File: config.mk
export PLATFORM = sky130hd
export DESIGN_NAME = usb_fifo_ctrl
export DESIGN_NICKNAME = d
export VERILOG_FILES = /design/src/rtl/usb_fifo_ctrl.sv
export SDC_FILE = /design/constraint.sdc
export NUM_CORES = 1
export LEC_CHECK = 0
export BUFFER_PORTS_ARGS = -buffer_cell sky130_fd_sc_hd__buf_4
export CAP_MARGIN = 5
export CORE_ASPECT_RATIO = 1.4
export CORE_MARGIN = 5
export CORE_UTILIZATION = 47
export CTS_CLUSTER_DIAMETER = 60
export DETAILED_ROUTE_END_ITERATION = 8
export PLACE_DENSITY_LB_ADDON = 0.25
export SLEW_MARGIN = 30
export SYNTH_ARGS = -nofsm -noshare
export SYNTH_HDL_FRONTEND = slang
export SYNTH_SLANG_ARGS = --single-unit
File: constraint.sdc
create_clock -name rdclk -period 2.05 [get_ports rdclk]
set_input_delay 0.1025 -clock rdclk [delete_from_list [all_inputs] [get_ports rdclk]]
set_output_delay 0.1025 -clock rdclk [all_outputs]
set_load 0.02 [all_outputs]
File: src/rtl/usb_fifo_ctrl.sv
// usb_fifo_ctrl
// ---------------------------------------------------------------------------
// Reads samples out of the ADC capture buffer once a capture completes. Each
// sample is left-justified into a 16-bit word and strobed into the USB
// controller's slave FIFO, with flow control from the FIFO full flag.
//
// Optional feature macro: USB_PKTEND_EN
//   defined   - a short final packet (packet count != 0 at the end of the
//               transfer) is committed with a pktend_n strobe
//   undefined - no PKTEND state; pktend_n is tied high
//
// Parameters
//   DATA_W   : sample width (<= 16); word = {sample, (16-DATA_W)'b0}
//   XFER_LEN : words per transfer (1..65535)
//   PKT_LEN  : USB packet size in words (1..65535)
//
// Ports
//   rdclk       : clock, everything on the rising edge
//   rst         : asynchronous active-high reset
//   start       : capture-complete pulse, honoured only while idle
//   abort       : synchronous return to idle from any state
//   buf_empty   : capture buffer empty
//   buf_rd      : capture buffer read strobe (data valid next cycle)
//   buf_data    : capture buffer read data
//   flag_full_n : USB FIFO full flag, active low
//   dout        : registered USB FIFO data bus
//   slwr_n      : USB FIFO write strobe, active low
//   pktend_n    : USB packet-end strobe, active low
//   busy        : high whenever not idle
//   done        : one-cycle pulse at the end of a transfer
// ---------------------------------------------------------------------------
module usb_fifo_ctrl #(
  parameter int DATA_W   = 11,
  parameter int XFER_LEN = 16384,
  parameter int PKT_LEN  = 256
) (
  input  logic              rdclk,
  input  logic              rst,
  input  logic              start,
  input  logic              abort,
  input  logic              buf_empty,
  output logic              buf_rd,
  input  logic [DATA_W-1:0] buf_data,
  input  logic              flag_full_n,
  output logic [15:0]       dout,
  output logic              slwr_n,
  output logic              pktend_n,
  output logic              busy,
  output logic              done
);

  localparam int PAD_W = 16 - DATA_W;
  localparam logic [15:0] XFER_LAST = 16'(XFER_LEN - 1);
  localparam logic [15:0] PKT_LAST  = 16'(PKT_LEN - 1);

  typedef enum logic [2:0] {
    S_IDLE,
    S_FETCH,
    S_LOAD,
    S_WRITE,
    S_END,
    S_PKTEND,
    S_DONE
  } state_t;

  state_t      state_reg, state_next;
  logic [15:0] word_cnt_reg, word_cnt_next;
  logic [15:0] pkt_cnt_reg, pkt_cnt_next;
  logic [15:0] word_pad;

  // Left-justify the sample; the low PAD_W bits are zero.
  genvar gi;
  generate
    for (gi = 0; gi < 16; gi++) begin : g_pad
      if (gi >= PAD_W) begin : g_data
        assign word_pad[gi] = buf_data[gi-PAD_W];
      end else begin : g_zero
        assign word_pad[gi] = 1'b0;
      end
    end
  endgenerate

  always_ff @(posedge rdclk or posedge rst) begin
    if (rst) begin
      state_reg    <= S_IDLE;
      word_cnt_reg <= '0;
      pkt_cnt_reg  <= '0;
      dout         <= '0;
    end else begin
      state_reg    <= state_next;
      word_cnt_reg <= word_cnt_next;
      pkt_cnt_reg  <= pkt_cnt_next;
      // Registering here (one cycle ahead of the strobe) gives the FX2 its
      // data setup time; an abort leaves the last word on the bus.
      if (state_reg == S_LOAD && !abort) begin
        dout <= word_pad;
      end
    end
  end

  always_comb begin
    state_next    = state_reg;
    word_cnt_next = word_cnt_reg;
    pkt_cnt_next  = pkt_cnt_reg;
    buf_rd        = 1'b0;
    slwr_n        = 1'b1;
    pktend_n      = 1'b1;
    done          = 1'b0;

    case (state_reg)
      S_IDLE: begin
        if (start) begin
          word_cnt_next = '0;
          pkt_cnt_next  = '0;
          state_next    = S_FETCH;
        end
      end

      S_FETCH: begin
        if (!buf_empty) begin
          buf_rd     = 1'b1;
          state_next = S_LOAD;
        end
      end

      S_LOAD: begin
        state_next = S_WRITE;
      end

      S_WRITE: begin
        // Strobe is combinational on the full flag so it can never be low
        // in a cycle where the FIFO reports full.
        if (flag_full_n) begin
          slwr_n        = 1'b0;
          word_cnt_next = word_cnt_reg + 16'd1;
          pkt_cnt_next  = (pkt_cnt_reg == PKT_LAST) ? 16'd0 : pkt_cnt_reg + 16'd1;
          // Compare against the pre-increment count so the counter never
          // needs to represent XFER_LEN itself beyond 16 bits.
          state_next    = (word_cnt_reg == XFER_LAST) ? S_END : S_FETCH;
        end
      end

      S_END: begin
`ifdef USB_PKTEND_EN
        state_next = (pkt_cnt_reg != 16'd0) ? S_PKTEND : S_DONE;
`else
        state_next = S_DONE;
`endif
      end

`ifdef USB_PKTEND_EN
      S_PKTEND: begin
        if (flag_full_n) begin
          pktend_n   = 1'b0;
          state_next = S_DONE;
        end
      end
`endif

      S_DONE: begin
        done       = 1'b1;
        state_next = S_IDLE;
      end

      default: begin
        state_next = S_IDLE;
      end
    endcase

    if (abort) begin
      state_next = S_IDLE;
    end
  end

  assign busy = (state_reg != S_IDLE);

endmodule

# After elaboration in Yosys (flattened, before gate mapping)
# Index checks and enable logic that the tools add are counted.
[op_classes]
addsub = 1
eq_ne = 11
n_mux = 14
n_reduce_logical = 7
[op_table]
columns = ["op", "count"]
rows = [
  ["two-way mux 16 bit", 2],
  ["one-hot mux 16 bit (2 select lines)", 1],
  ["adder 16 x 1 -> 16 bit, second input constant", 1],
  ["== test 16 x 14 -> 1 bit, second input constant", 1],
  ["two-way mux 3 bit", 5],
  ["one-hot mux 3 bit (5 select lines)", 1],
  ["inequality test 3 bit, second input constant", 3],
  ["== test 3 x 2 -> 1 bit, second input constant", 2],
  ["== test 3 bit, second input constant", 2],
  ["AND reduction 3 bit", 2],
  ["two-way mux 1 bit", 5],
  ["inequality test 2 bit, second input constant", 2],
  ["== test 3 x 1 -> 1 bit, second input constant", 1],
  ["zero test 3 bit", 1],
  ["nonzero test 3 bit", 1],
  ["nonzero test 2 bit", 1],
  ["logical AND 1 bit", 1],
  ["zero test 1 bit", 1],
]
[totals]
register_bits = 30
in_bits = 17
out_inout_bits = 21
elab_cells = 36

# Depth between registers and ports, before layout
# Gate-level depths: netlist of run 1.
[depth]
depth_word = 5
depth_mapped = 6
depth_no_buf = 5

# Least setup slack after synthesis of run 1
# Ideal clock, no wire load.
[synth_path]
kind = "reg-to-reg"
start = "reg state_reg[1]"
end = "reg word_cnt_reg[14]"
setup_ns = 0.078
t_arrival_ns = 1.871
required_time_ns = 1.972
path_slack_ns = 0.101
path_stages_with_launch = 6
n_path_buf = 1
synth_period_minus_slack_ns = 1.949
path_cell_list = "dfrtp_1 or3b_1 buf_2 a211o_1 or4_1 a21oi_1"
[synth_between]
elab_chain_cells = 3
word_cells_on_any_way = 7
cone_classes = "3 x eq/ne; 1 x mux; 3 x reduce/logical"
[synth_lines]
columns = ["item", "line_no", "rtl"]
rows = [
  ["start: declaration", "66", "state_t state_reg, state_next;"],
  ["start signal: assignment", "90", "state_reg <= state_next;"],
  ["== test 3 x 2 -> 1 bit / zero test 3 bit (equally long branches)", "110", "case (state_reg)"],
  ["inequality test 2 bit (no line) / nonzero test 2 bit (equally long branches)", "--", ""],
  ["AND reduction 3 bit (no line)", "--", ""],
  ["end signal: assignment", "91", "word_cnt_reg <= word_cnt_next;"],
  ["end: declaration", "67", "logic [15:0] word_cnt_reg, word_cnt_next;"],
]
# Several ways; a longest one is shown, not always the timed one.
# A chain may end at the register's enable or synchronous reset.

# Worst setup path after layout of run 1
# Ends and elaborated chain as after synthesis.

==> summary.txt, run 1 <==
Route
  • Vias: between 1000 and 1500
  • Pre-antenna DRT Iters: 4
  • DR WL/cell: 14.2 um
  • Violation count after the first detailed-route iteration: 23
  • Vias per cell: 5.52
  • WL final: roughly 3300 um
  • # DRC: 0
  • Post-route ant nets: 0

Run status
  • Status: finished clean

Clock tree
  • CTS Root Cell: clkbuf_8
  • Post-CTS setup buffer count: 0
  • Clock Latency Late Sink: about 280 ps
  • Num CTS Buffers: 5
  • Clock sinks: 30
  • Longest Clk Path Bufs: 2
  • Reg clk slew, reported paths: 60 ps
  • CTS tree: yes
  • H-Tree Depth: 2

Setup path
  • Crit-path cells: or3b_4 > a211o_4 > or4_1 > a21oi_1
  • Critical-path top delay cell: or4_1
  • Worst Path Required: ~2300 ps
  • Largest fanout on the critical path: 8
  • Critical Path AT: between 2000 and 2500 ps
  • CP Capture Type: flip-flop
  • Crit start category: flip-flop
  • Critical path class: flip-flop to flip-flop
  • CP max stage delay: 510 ps

Yosys
  • Synth Area in Adders: less than 1%
  • Simple-gate share of the synthesized area: ~21%
  • Synth Area in XOR/XNOR: ~1.1%
  • Combinational family with the most area after synthesis: simple AND/OR/NAND/NOR gates
  • Post-Syn Area: 0.00154 mm2
  • Cells after synthesis: about 150
  • Complex-gate fraction of the synthesized area: between 10 and 15%
  • Synthesis Warnings: 0
  • Post-synth top flop: dfrtp_1
  • Syn Area/Cell: approximately 10 um2
  • Post-synthesis mux area share: slightly below 9%
  • FFs w/ async S/R, synth: 100%
  • #FFs+latches synth: 30
  • Sequential fraction of the synthesis area: 48.7%
  • Post-synthesis cell type count: 36
  • Number of synthesized flops with an enable pin: 0

Floorplanning
  • Ports: 38
  • Placeable Area: 0.00315 mm2
  • Die Y: 77.7 um
  • Die width: just under 60 um
  • Starting Density: a little under 50%
  • DIE AREA: about 0.0045 mm2
  • FP Rows: 24

Layout
  • Nets: 207
  • Area grow syn2layout: 25.4%
  • Commonest non-fill, non-tap cell in the layout: buf_4
  • Max reg flops: 16
  • N_diodes: 0
  • Leading cell types in the layout, fill and taps excluded: buf_4, dfrtp_1, mux2_2
  • Share of layout cells above drive strength 1: 32.1%
  • Fillcell total: roughly 270

Global routing
  • First-pass GRT wire length: 5510 um
  • GRT Util Overall: around 16%
  • Initial antenna violation count: 0
  • Global route overflow: 0
  • Largest net degree at the start of global routing: 31
  • Vias in the first global route: about 1300

STA
  • Hold slack: approximately 22 ps
  • Relative slew slack: a little under two thirds
  • Fmax: between 500 and 600 MHz
  • Setup-failing EPs final: 0
  • Worst slew pin tran: 532 ps
  • Pins over their slew limit: 0
  • Final hold violations: 0
  • Final period utilization: around 94%
  • Setup Skew: about 4.0 ps
  • RSZ-0062 raised after global routing: false
  • Fin Setup TNS: 0 ps
  • Final WS setup: about 120 ps
  • Tmin final: approximately 1900 ps

Hold path
  • Tightest Hold Check Type: input port to flip-flop

Placed design
  • # port buffers: 31
  • Routability cong.: between 0.8 and 0.9
  • Post-DP HPWL: 2480 um
  • Worst slack, placed: about 48 ps

Run
  • Max cap viols: 0

Pwr
  • VDD IR max: roughly 0.61 mV
  • Power Density: about 860 mW/mm2
  • P_leak: ~0.00085 uW
## worst max-delay path, delay by kind of cell (launching register included)
| kind | cells | cell delay [ps] |
|---|---|---|
| AND/OR/NAND/NOR | 2 | 950 |
| AO/OA/AOI/OAI | 2 | 540 |
| flip-flops | 1 | 370 |
## per-stage QoR
stage / area [um2] / utilization, % / cells / total power, uW
final: 1930 / 61.3 / 229 / 1660
after global routing: 1930 / 61.3 / 229 / 1750
after CTS: 1910 / 60.6 / 229 / 1680
after detailed placement: 1810 / 57.4 / 220 / 1200
after global placement: 1810 / 57.4 / 220 / 1180
after floorplan: 1560 / - / 158 / 997
## cells in the mapped netlist (3+ instances only)
master | n | area, um2
or3_1 | 4 | 25.0
a211o_1 | 3 | 26.3
nor4b_1 | 3 | 26.3
nor2_1 | 9 | 33.8
nand2_1 | 11 | 41.3
inv_1 | 4 | 15.0
a21oi_1 | 8 | 40.0
clkbuf_1 | 6 | 22.5
or4_1 | 7 | 52.6
nand3_1 | 7 | 35.0
dfrtp_1 | 30 | 751
buf_4 | 6 | 45.0
o21ai_0 | 11 | 55.1
o31ai_1 | 5 | 37.5
mux2_2 | 12 | 135
## cell families (layout without fill, tap and decap cells)
family                     count (synthesis)  in the layout
adders and majority gates                  1              1
other                                      2              6
buffers and inverters                     18             50
and+or+nand+nor                           56             56
xor gates and xnor gates                   2              2
AOI/OAI and AO/OA                         33             33
DFF                                       30             30
muxes                                     12             12
## where the power goes
group / leakage, uW / switching, uW / total (uW) / internal, uW
clock: 0.0000482 / 206 / 476 / 270
combinational: 0.000407 / 236 / 457 / 221
sequential: 0.000397 / 42.1 / 725 / 683
total: 0.000852 / 484 / 1660 / 1170
## routing by layer
layer	vias up	GRT usage, %	share of wire [%]
met4	0	5.80	1.9
met1	606	16.9	39
met3	7	5.32	6.8
met2	33	27.1	53
li1	617	-	-
met5	-	0	0
## path summary, 6_finish.rpt
| path | end | from | cells after the start | slack, ps |
|---|---|---|---|---|
| max in group asynchronous | word_cnt_reg[8]$_DFFE_PP0P_ | rst | 4 | 1340 |
| setup reg to reg | word_cnt_reg[14]$_DFFE_PP0P_ | state_reg[1]$_DFFE_PP0P_ | 4 | 120 |
| hold / removal | state_reg[1]$_DFFE_PP0P_ | abort | 2 | 20 |
| setup / recovery | word_cnt_reg[14]$_DFFE_PP0P_ | state_reg[1]$_DFFE_PP0P_ | 4 | 120 |
| min in group asynchronous | dout[13]$_DFFE_PP0P_ | rst | 4 | 440 |
| hold reg to reg | dout[13]$_DFFE_PP0P_ | dout[13]$_DFFE_PP0P_ | 1 | 510 |
## repair_timing
action,4_1_cts,5_1_grt
endpoints found under the setup margin,0,3
hold buffers,1,0
hold endpoints to repair,30,0
gates resized for setup,0,4
## cell type report
type                       instances  area, um2  area share [%]
clock buffer                       7       86.3            4.47
clock inverter                     1       5.00           0.259
inverter                           4       15.0           0.777
multi-input combinational        110        738            38.2
sequential                        30        751            38.9
tap                               39       48.8            2.53
timing repair buffer              38        288            14.9
(Power assumes the default switching activity.)
==> run 2: changes to the inputs <==
==> constraint.sdc (replaced) <==
create_clock -name rdclk -period 2.05 [get_ports rdclk]
set_input_delay 0.41 -clock rdclk [delete_from_list [all_inputs] [get_ports rdclk]]
set_output_delay 0.41 -clock rdclk [all_outputs]
set_load 0.02 [all_outputs]
==> summary.txt, run 2 (synthesized netlist as in run 1, its figures left out) <==
Run status
  • Status: finished clean

Placed design
  • Placed insts: approximately 220
  • Post-DP HPWL: roughly 2500 um
  • Routability cong.: between 0.8 and 0.9
  • # port buffers: 31

Layout
  • Fillcell total: 285
  • Multi-input gate area: 719 um2
  • Reg area: 751 um2
  • N_diodes: 0
  • Final Instance Count excl. Fillers: 232
  • Max reg flops: 16
  • Commonest non-fill, non-tap cell in the layout: buf_4
  • Leading cell types in the layout, fill and taps excluded: buf_4, dfrtp_1, mux2_2
  • Layout Utilization: 61.3%
  • Area grow syn2layout: 25.5%
  • Share of layout cells above drive strength 1: 32.1%
  • Nets: 210

Pwr
  • Reg power frac: around 43%
  • P_leak: ~0.00086 uW
  • Net Sw Frac: ~30%
  • Power Density: about 860 mW/mm2
  • Internal power: 1180 uW
  • Clk network pwr share: around 29%
  • Comb pwr share: between 20% and 30%
  • Switching power total: about 490 uW
  • VDD IR max: ~0.59 mV
  • Pwr Total: 1670 uW

Global routing
  • Vias in the first global route: approximately 1300
  • Met2 Use GR: between 20% and 30%
  • GRT Util Overall: between 15 and 20%
  • Largest net degree at the start of global routing: 31
  • First-pass GRT wire length: about 5600 um
  • Global route overflow: 0
  • Most used routing layer: met2
  • GR Util met3: 3.82%
  • Initial antenna violation count: 0
  • Met1 Use GR: 16.0%

STA
  • Final hold violations: 0
  • Relative slew slack: between 60% and 70%
  • RSZ-0062 raised after global routing: true
  • Worst slew pin tran: 522 ps
  • Pins over their slew limit: 0
  • Setup Skew: slightly below 3 ps
  • Final period utilization: ~97%
  • Tmin final: a little under 2000 ps
  • Setup-failing EPs final: 0
  • Fmax: around 500 MHz

Route
  • Violation count after the first detailed-route iteration: 13
  • # DRC: 0
  • DR WL/cell: between 10 and 15 um
  • WL final: between 3000 and 4000 um
  • Vias: approximately 1300
  • Post-route ant nets: 0
  • Pre-antenna DRT Iters: 4
  • Vias per cell: 5.42

Floorplanning
  • Die Y: 77.7 um
  • DIE AREA: ~0.0045 mm2
  • Starting Density: between 40 and 50%
  • Die width: slightly below 60 um
  • FP Rows: 24
  • Placeable Area: between 0.003 and 0.004 mm2
  • Ports: 38

Setup path
  • CP Capture Type: flip-flop
  • Critical path class: flip-flop to flip-flop
  • Critical Path AT: 2180 ps
  • Worst Path Required: ~2300 ps
  • Largest fanout on the critical path: 8
  • Crit start category: flip-flop

Clock tree
  • CTS Root Cell: clkbuf_8
  • Clock Latency Late Sink: 280 ps
  • Clock sinks: 30
  • Reg clk slew, reported paths: roughly 60 ps
  • CTS tree: yes
  • Longest Clk Path Bufs: 2
  • H-Tree Depth: 2
  • Post-CTS setup buffer count: 0
  • Num CTS Buffers: 5

Run
  • Max cap viols: 0

Hold path
  • Tightest Hold Check Type: input port to asynchronous set/reset pin
==> run 2: metrics by stage <==
| stage | hold WS [ps] | cell area, um2 | setup TNS (ps) | setup slack (ps) |
|---|---|---|---|---|
| final | 205 | 1930 | 0 | 68.7 |
| after global routing | 248 | 1930 | -22.1 | -22.1 |
| after CTS | 221 | 1930 | 0 | 65.6 |
| after detailed placement | 497 | 1840 | -77.0 | -31.5 |
| after global placement | 490 | 1840 | 0 | 16.2 |
| after floorplan | 475 | 1560 | 0 | 101 |
==> run 2: worst paths after layout <==
check                                               from                            to  slack [ps]  cells after the start
worst max-delay path            state_reg[1]$_DFFE_PP0P_  word_cnt_reg[14]$_DFFE_PP0P_          70                      4
worst min-delay path                                 rst          dout[13]$_DFFE_PP0P_         200                      3
worst max register to register  state_reg[1]$_DFFE_PP0P_  word_cnt_reg[14]$_DFFE_PP0P_          70                      4
worst min register to register       dout[8]$_DFFE_PP0P_           dout[8]$_DFFE_PP0P_         510                      1
max in group asynchronous                            rst  word_cnt_reg[11]$_DFFE_PP0P_        1570                      3
min in group rdclk                                 abort      state_reg[1]$_DFFE_PP0P_         330                      2
==> run 2: what timing repair did <==
action	in CTS	in global routing
gates resized for setup	0	1
endpoints found under the setup margin	0	2
hold buffers	0	0
==> run 2: critical path: stages (launching register included) <==
cell	delay, ps
dfrtp_1	380
or3b_1	440
a211o_1	400
or4_1	520
a21oi_1	160
==> run 2: cell type report <==
| class | instances | area share [%] |
|---|---|---|
| well taps | 39 | 2.52 |
| clock buffers | 7 | 4.47 |
| clock inverters | 1 | 0.259 |
| repair buffers | 41 | 15.9 |
| multi-input cells | 110 | 37.2 |
| flip-flops and latches | 30 | 38.8 |
| inverters | 4 | 0.777 |
==> run 2: power by group through the flow <==
stage / Combinational (uW) / Clock [uW] / Sequential (uW)
global placement: 458 / 0 / 731
CTS: 469 / 490 / 727
finish: 462 / 482 / 724
global route: 496 / 518 / 736
floorplan: 151 / 0 / 845
detailed placement: 468 / 0 / 738
==> run 2: per-layer routing <==
| layer | vias to the layer above | wire length [um] |
|---|---|---|
| li1 | 620 | - |
| met4 | 0 | 70 |
| met2 | 27 | 1760 |
| met3 | 6 | 190 |
| met5 | - | 0 |
| met1 | 604 | 1250 |
